## config.mk

```make
export PLATFORM = sky130hd
export DESIGN_NAME = ps2_host_tx_flat
export DESIGN_NICKNAME = d
export VERILOG_FILES = /design/src/rtl/ps2_host_tx_pkg.sv /design/src/rtl/ps2_host_tx_if.sv /design/src/rtl/ps2_line_filter.sv /design/src/rtl/ps2_host_tx.sv /design/src/flat_wrapper.sv
export SDC_FILE = /design/constraint.sdc
export NUM_CORES = 1
export LEC_CHECK = 0
export ABC_CLOCK_PERIOD_IN_PS = 2200
export CAP_MARGIN = 20
export CORE_MARGIN = 1
export CORE_UTILIZATION = 55
export CTS_CLUSTER_SIZE = 24
export DETAILED_ROUTE_END_ITERATION = 8
export PLACE_DENSITY = 0.79
export SYNTH_ARGS = -nofsm -noshare
export SYNTH_HDL_FRONTEND = slang
export SYNTH_SLANG_ARGS = --single-unit
```

## constraint.sdc

```tcl
create_clock -name clk -period 2.2 [get_ports clk]
set_input_delay 0.33 -clock clk [delete_from_list [all_inputs] [get_ports clk]]
set_output_delay 0.33 -clock clk [all_outputs]
set_load 0.02 [all_outputs]
```

## src/rtl/ps2_host_tx_pkg.sv

```systemverilog
// ps2_host_tx_pkg: shared FSM encodings, error codes and parity helper for the PS/2 host transmitter
package ps2_host_tx_pkg;
    localparam logic [2:0] S_IDLE       = 3'd0;
    localparam logic [2:0] S_INHIBIT    = 3'd1;
    localparam logic [2:0] S_REQ        = 3'd2;
    localparam logic [2:0] S_WAIT_FIRST = 3'd3;
    localparam logic [2:0] S_SHIFT      = 3'd4;
    localparam logic [2:0] S_ACK        = 3'd5;
    localparam logic [2:0] S_WAIT_IDLE  = 3'd6;

    localparam logic [1:0] ERR_NONE  = 2'b00;
    localparam logic [1:0] ERR_START = 2'b01;
    localparam logic [1:0] ERR_XFER  = 2'b10;
    localparam logic [1:0] ERR_NOACK = 2'b11;

    function automatic logic odd_parity(input logic [7:0] d);
        return ~^d;
    endfunction
endpackage

```

## src/rtl/ps2_host_tx_if.sv

```systemverilog
// ps2_host_tx_if: command handshake and status bundle between a command source and the PS/2 transmitter
interface ps2_host_tx_if;
    logic [7:0] tx_data;
    logic       tx_valid;
    logic       tx_ready;
    logic       tx_done;
    logic       tx_err;
    logic [1:0] err_code;
    logic       busy;

    modport master (output tx_data, tx_valid, input tx_ready, tx_done, tx_err, err_code, busy);
    modport slave  (input tx_data, tx_valid, output tx_ready, tx_done, tx_err, err_code, busy);
endinterface

```

## src/rtl/ps2_line_filter.sv

```systemverilog
// ps2_line_filter: 2-FF synchroniser plus glitch filter for one open-drain PS/2 line
module ps2_line_filter #(
    parameter int FILTER_LEN = 8
) (
    input  logic clk,
    input  logic reset_n,
    input  logic din,
    output logic level
);
    localparam int W = $clog2(FILTER_LEN + 1);
    localparam logic [W-1:0] LAST = W'(FILTER_LEN - 1);

    logic [1:0]   sync;
    logic [W-1:0] cnt;

    // accept a new level only after FILTER_LEN consecutive differing samples; idle bus is high
    always_ff @(posedge clk or negedge reset_n) begin
        if (!reset_n) begin
            sync  <= 2'b11;
            cnt   <= '0;
            level <= 1'b1;
        end else begin
            sync <= {sync[0], din};
            if (sync[1] == level)
                cnt <= '0;
            else if (cnt == LAST) begin
                cnt   <= '0;
                level <= sync[1];
            end else
                cnt <= cnt + 1'b1;
        end
    end
endmodule

```

## src/rtl/ps2_host_tx.sv

```systemverilog
// ps2_host_tx: host-to-device PS/2 command transmitter with request-to-send, ACK check and timeouts
module ps2_host_tx
    import ps2_host_tx_pkg::*;
#(
    parameter int INHIBIT_CYCLES = 6000,
    parameter int START_TIMEOUT  = 750000,
    parameter int XFER_TIMEOUT   = 100000,
    parameter int FILTER_LEN     = 8
) (
    input  logic          clk,
    input  logic          reset_n,
    ps2_host_tx_if.slave  bus,
    input  logic          ps2_clk_in,
    input  logic          ps2_dat_in,
    output logic          ps2_clk_oe,
    output logic          ps2_dat_oe
);
    localparam int IW = $clog2(INHIBIT_CYCLES + 1);
    localparam int SW = $clog2(START_TIMEOUT + 1);
    localparam int XW = $clog2(XFER_TIMEOUT + 1);
    localparam logic [IW-1:0] INH_LAST = IW'(INHIBIT_CYCLES - 1);
    localparam logic [SW-1:0] ST_END   = SW'(START_TIMEOUT);
    localparam logic [XW-1:0] XF_END   = XW'(XFER_TIMEOUT);

    logic [2:0]    state;
    logic [9:0]    sh;
    logic [3:0]    bit_cnt;
    logic [IW-1:0] inh_cnt;
    logic [SW-1:0] st_cnt;
    logic [XW-1:0] xf_cnt;
    logic          clk_f, dat_f, clk_d, clk_fall, in_xfer;
    logic          done_q, err_q;
    logic [1:0]    err_code_q, err_val;

    ps2_line_filter #(.FILTER_LEN(FILTER_LEN)) u_clk_filt (.clk(clk), .reset_n(reset_n), .din(ps2_clk_in), .level(clk_f));
    ps2_line_filter #(.FILTER_LEN(FILTER_LEN)) u_dat_filt (.clk(clk), .reset_n(reset_n), .din(ps2_dat_in), .level(dat_f));

    assign clk_fall     = clk_d && !clk_f;
    assign in_xfer      = (state == S_SHIFT) || (state == S_ACK) || (state == S_WAIT_IDLE);
    assign bus.tx_ready = (state == S_IDLE) && !done_q;
    assign bus.busy     = state != S_IDLE;
    assign bus.tx_done  = done_q;
    assign bus.tx_err   = err_q;
    assign bus.err_code = err_code_q;

    // abort conditions; a start timeout yields to a simultaneous first clock edge
    always_comb
        err_val = (state == S_WAIT_FIRST && !clk_fall && st_cnt == ST_END) ? ERR_START :
                  (in_xfer && xf_cnt == XF_END)                           ? ERR_XFER  :
                  (state == S_ACK && clk_fall && dat_f)                   ? ERR_NOACK : ERR_NONE;

    // transmit FSM: shift register holds {stop, parity, data} and is consumed LSB first on each device clock fall
    always_ff @(posedge clk or negedge reset_n) begin
        if (!reset_n) begin
            state      <= S_IDLE;
            sh         <= '0;
            bit_cnt    <= '0;
            inh_cnt    <= '0;
            st_cnt     <= '0;
            xf_cnt     <= '0;
            clk_d      <= 1'b1;
            done_q     <= 1'b0;
            err_q      <= 1'b0;
            err_code_q <= ERR_NONE;
            ps2_clk_oe <= 1'b0;
            ps2_dat_oe <= 1'b0;
        end else begin
            clk_d  <= clk_f;
            done_q <= 1'b0;
            err_q  <= 1'b0;
            if (in_xfer && xf_cnt != XF_END)
                xf_cnt <= xf_cnt + 1'b1;
            if (err_val != ERR_NONE) begin
                state      <= S_IDLE;
                err_q      <= 1'b1;
                err_code_q <= err_val;
                ps2_clk_oe <= 1'b0;
                ps2_dat_oe <= 1'b0;
            end else begin
                case (state)
                    S_IDLE: if (bus.tx_valid && bus.tx_ready) begin
                        sh         <= {1'b1, odd_parity(bus.tx_data), bus.tx_data};
                        bit_cnt    <= '0;
                        inh_cnt    <= '0;
                        ps2_clk_oe <= 1'b1;
                        state      <= S_INHIBIT;
                    end
                    S_INHIBIT: if (inh_cnt == INH_LAST) begin
                        ps2_dat_oe <= 1'b1;
                        state      <= S_REQ;
                    end else
                        inh_cnt <= inh_cnt + 1'b1;
                    S_REQ: begin
                        ps2_clk_oe <= 1'b0;
                        st_cnt     <= '0;
                        state      <= S_WAIT_FIRST;
                    end
                    S_WAIT_FIRST: if (clk_fall) begin
                        ps2_dat_oe <= ~sh[0];
                        sh         <= {1'b1, sh[9:1]};
                        bit_cnt    <= 4'd1;
                        xf_cnt     <= '0;
                        state      <= S_SHIFT;
                    end else
                        st_cnt <= st_cnt + 1'b1;
                    S_SHIFT: if (clk_fall) begin
                        ps2_dat_oe <= ~sh[0];
                        sh         <= {1'b1, sh[9:1]};
                        bit_cnt    <= bit_cnt + 1'b1;
                        if (bit_cnt == 4'd9)
                            state <= S_ACK;
                    end
                    S_ACK: if (clk_fall)
                        state <= S_WAIT_IDLE;
                    S_WAIT_IDLE: if (clk_f && dat_f) begin
                        done_q <= 1'b1;
                        state  <= S_IDLE;
                    end
                    default: state <= S_IDLE;
                endcase
            end
        end
    end
endmodule
```

## src/flat_wrapper.sv

```systemverilog
// flat-port wrapper written by rule: the top's interface ports become plain ports
module ps2_host_tx_flat import ps2_host_tx_pkg::*;
#(
    parameter int INHIBIT_CYCLES = 6000,
    parameter int START_TIMEOUT  = 750000,
    parameter int XFER_TIMEOUT   = 100000,
    parameter int FILTER_LEN     = 8
)
  (clk, reset_n, ps2_clk_in, ps2_dat_in, ps2_clk_oe, ps2_dat_oe, bus_tx_data, bus_tx_valid, bus_tx_ready, bus_tx_done, bus_tx_err, bus_err_code, bus_busy);
  ps2_host_tx_if bus_i ();
  input  logic clk;
  input  logic reset_n;
  input  logic ps2_clk_in;
  input  logic ps2_dat_in;
  output logic ps2_clk_oe;
  output logic ps2_dat_oe;
  input wire logic [$bits(bus_i.tx_data)-1:0] bus_tx_data;
  input wire logic [$bits(bus_i.tx_valid)-1:0] bus_tx_valid;
  output wire logic [$bits(bus_i.tx_ready)-1:0] bus_tx_ready;
  output wire logic [$bits(bus_i.tx_done)-1:0] bus_tx_done;
  output wire logic [$bits(bus_i.tx_err)-1:0] bus_tx_err;
  output wire logic [$bits(bus_i.err_code)-1:0] bus_err_code;
  output wire logic [$bits(bus_i.busy)-1:0] bus_busy;
  assign bus_i.tx_data = bus_tx_data;
  assign bus_i.tx_valid = bus_tx_valid;
  assign bus_tx_ready = bus_i.tx_ready;
  assign bus_tx_done = bus_i.tx_done;
  assign bus_tx_err = bus_i.tx_err;
  assign bus_err_code = bus_i.err_code;
  assign bus_busy = bus_i.busy;
  ps2_host_tx #(.INHIBIT_CYCLES(INHIBIT_CYCLES), .START_TIMEOUT(START_TIMEOUT), .XFER_TIMEOUT(XFER_TIMEOUT), .FILTER_LEN(FILTER_LEN)) u_core (.clk(clk), .reset_n(reset_n), .bus(bus_i), .ps2_clk_in(ps2_clk_in), .ps2_dat_in(ps2_dat_in), .ps2_clk_oe(ps2_clk_oe), .ps2_dat_oe(ps2_dat_oe));
endmodule
```

==> flow_metrics.env <==
export IMPL_r2r_cells=5
export IMPL_finalCritPeriodShare_pct=95.55
export IMPL_clock_path_buffers=2
export IMPL_pin_count=21
export IMPL_hold_class="in -> async"
export IMPL_die_h_um=94.17
export IMPL_required_ns=2.44
export IMPL_synth_edf_count=0
export IMPL_grt_pass1_vias=3375
export IMPL_path_clk_slew_ns=0.09
export IMPL_drc_errors=0
export IMPL_synth_top_flop_cell="dfrtp_1"
export IMPL_switching_power_uw=1352
export IMPL_synthCells=477
export IMPL_dieWidth_um=94.17
export IMPL_cts_hold_buffers=0
export IMPL_grt_pass1_wl_um=15730
export IMPL_slew_headroom_pct=54.29
export IMPL_slew_viol_final=0
export IMPL_synth_top_family_by_area="simple AND/OR/NAND/NOR gates"
export IMPL_yosys_cell_types_count=60
export IMPL_num_rows=33
export IMPL_synth_area_mm2=0.004672
export IMPL_diodes=0
export IMPL_areaGrowthSynthToFinish_pct=15.27
export IMPL_critPathTopFamily="simple AND/OR/NAND/NOR gates"
export IMPL_setup_ws_ns=0.09790
export IMPL_yosysSeqAreaShare_pct=47.32
export IMPL_p_clk_share_pct=24.2
export IMPL_cts_sinks=88
export IMPL_dp_hpwl_um=6650
export IMPL_fin_worst_skew_ns=0.01178
export IMPL_synth_warnings=0
export IMPL_core_area_mm2=0.008217
export IMPL_synth_xor_area_share_pct=6.186
export IMPL_synth_area_per_cell_um2=9.795
export IMPL_peakVddDrop_mv=0.3662
export IMPL_grt_overflow_total=0
export IMPL_status="finished, final reports clean"
export IMPL_antenna_found_initial=0
export IMPL_combPwrFrac_pct=24.4
export IMPL_fmax_mhz=475.7
export IMPL_port_buffers=20
export IMPL_rr_endpoint="u_core.sh[4]"
export IMPL_timing_rr_start="u_core.state[0]"
export IMPL_p_int_uw=2896
export IMPL_gp_congestion=0.8245
export IMPL_htreeDepth=3
export IMPL_initial_core_util_pct=56.86
export IMPL_swShare_pct=31.83
export IMPL_cts_root_buf="clkbuf_8"
export IMPL_synth_simple_gate_area_share_pct=25.36
export IMPL_fillers=633
export IMPL_antenna_left=0
export IMPL_layout_nets=544
export IMPL_cp_slowest_cell="or3b_2"
export IMPL_critPathBufInv=1
export IMPL_synthArstFlopShare_pct=100.0
export IMPL_grt_start_max_net_pins=56
export IMPL_grtUsageTotal_pct=22.97
export IMPL_numCtsBuffers=9
export IMPL_path_cells="or3b_2 > nand2_1 > buf_4 > mux2_2 > mux2_4"
export IMPL_finalNonFillerCells=632
export IMPL_crit_path_end="u_core.sh[4]"
export IMPL_start_kind="flip-flop"
export IMPL_crit_type="reg -> reg"
export IMPL_die_area_mm2=0.008867
export IMPL_cp_depth=5
export IMPL_slowest_delay_ns=0.55
export IMPL_synthMuxAreaShare_pct=6.106
export IMPL_synth_seq_cells=88
export IMPL_totalWireLength_um=9378
export IMPL_synthesis_nets=499
export IMPL_reg2reg_slack_ns=0.1
export IMPL_arrival_ns=2.34
export IMPL_placed_cells=611
export IMPL_p_seq_share_pct=51.4
export IMPL_synth_fa_ha_area_share_pct=2.410
export IMPL_total_power_uw=4248
export IMPL_finalSetupViolations=0
export IMPL_final_hold_viol_count=0
export IMPL_path_max_fanout=10
export IMPL_min_period_ns=2.102
export IMPL_vias_per_cell=5.821
export IMPL_power_density_mw_per_mm2=788.8
export IMPL_drt_initial_drc_count=249
export IMPL_critPathLaunch="u_core.state[0]"
export IMPL_synth_compound_area_share_pct=9.641
export IMPL_p_leak_uw=0.002255
export IMPL_wl_per_cell_um=14.84
export IMPL_first_pass_iters=4
export IMPL_final_core_util_pct=65.54
export IMPL_worst_pin_slew_ns=0.6856
export IMPL_layout_drive_gt1_share_pct=15.94
export IMPL_vias=3679
export IMPL_cts_tree="done"
export IMPL_cp_end_kind="flip-flop"
export IMPL_cap_violations=0
export IMPL_insertion_delay_ns=0.36
export IMPL_pre_cts_ws_ns=-0.04996
## logic make-up (layout without fill, tap and decap cells)
family,Yosys count,in the layout
simple gates,218,219
flops,88,88
compound gates,75,75
xor+xnor,33,33
buf+inv,31,80
mux,23,23
fa+ha+maj,9,9
## repair_timing
action,CTS,global route
pin swaps,0,3
endpoints found under the setup margin,1,20
buffers inserted,0,4
gates cloned,0,1
gates resized for setup,1,7
## per-stage QoR
step / TNS [ns] / hold WS (ns) / area, um2
final: 0 / 0.008289 / 5385
after global routing: -0.03610 / 0.05987 / 5385
after CTS: 0 / 0.03002 / 5320
after detailed placement: -0.08459 / 0.3688 / 5139
after global placement: -0.08137 / 0.3674 / 5139
after floorplan: 0 / 0.03441 / 4672
## power groups by stage
stage | clock network, uW | logic, uW | registers (uW)
3_5_place_dp | 0 | 1040 | 2200
2_1_floorplan | 0 | 737 | 2140
6_report | 1030 | 1040 | 2180
3_3_place_gp | 0 | 999 | 2190
5_1_grt | 1140 | 1140 | 2220
4_1_cts | 1070 | 1040 | 2180
## layout by cell type, fill, tap and decap left out, types with 17 or more instances in the layout
master           Yosys  routed
dfrtp_1             81      81
nor2_1              52      52
nand2_1             33      33
xnor2_1             30      30
nand3_1             29      29
o21ai_0             29      29
buf_4                0      29
a21oi_1             19      19
nor3_1              17      17
clkdlybuf4s50_1      0      17
## how the worst min path moves through the flow
stage               cells after the start                         to                 startpoint
floorplan                               0          u_core.bit_cnt[0]                    reset_n
global placement                        0  u_core.u_dat_filt.sync[1]  u_core.u_dat_filt.sync[0]
detailed placement                      0  u_core.u_dat_filt.sync[1]  u_core.u_dat_filt.sync[0]
CTS                                     1   u_core.u_clk_filt.cnt[2]                    reset_n
global route                            1   u_core.u_clk_filt.cnt[2]                    reset_n
finish                                  1   u_core.u_clk_filt.cnt[2]                    reset_n
## registers in the layout, summed over array words and instances, names as in the netlist
register                 cells
u_core.u_dat_filt.level      1
u_core.u_dat_filt.cnt        4
u_core.st_cnt               20
u_core.bus.tx_done           1
u_core.bus.err_code          2
u_core.u_clk_filt.level      1
u_core.ps2_clk_oe            1
u_core.state                 3
u_core.ps2_dat_oe            1
u_core.bus.tx_err            1
u_core.sh                   10
u_core.clk_d                 1
u_core.u_dat_filt.sync       2
u_core.u_clk_filt.cnt        4
u_core.bit_cnt               4
u_core.inh_cnt              13
u_core.u_clk_filt.sync       2
u_core.xf_cnt               17
## final cells by class
cell class,count,area [um2],share of cell area [%]
Clock buffer,11,141.4,2.625
Clock inverter,5,41.29,0.7667
Inverter,13,48.80,0.9061
Multi-Input combinational cell,359,2351,43.66
Sequential cell,88,2211,41.05
Tap cell,105,131.4,2.440
Timing Repair Buffer,51,460.4,8.550
## metal layers
layer  global-route usage [%]  vias to the layer above  share of wire, %
li1                         -                     1800                 -
met1                    31.96                     1780                49
met2                    35.87                       87                47
met3                    3.641                       12               3.1
met4                    8.974                        0               1.4
met5                        0                        -                 0
## cell usage after synthesis, types with 4 or more instances
cell type   n  area share, %
nor3_1     17            1.8
nand3_1    29            3.1
or3_1      12            1.6
nand4b_1    4           0.75
and4_1      6            1.1
nand4_1    11            1.5
mux2_2     12            2.9
nand2_1    33            2.7
and3_1      8            1.1
or4_1       5           0.80
o21ai_0    29            3.1
dfstp_2     7            3.9
dfrtp_1    81             43
mux2_4      8            2.6
xnor2_1    30            5.6
nor2b_1     8            1.1
nand2b_1    6           0.80
nor2_1     52            4.2
inv_1      12           0.96
nor4_1      8            1.1
ha_1        9            2.4
clkbuf_1   13            1.0
a21oi_1    19            2.0
No activity file was read; power rests on OpenSTA's default activity.
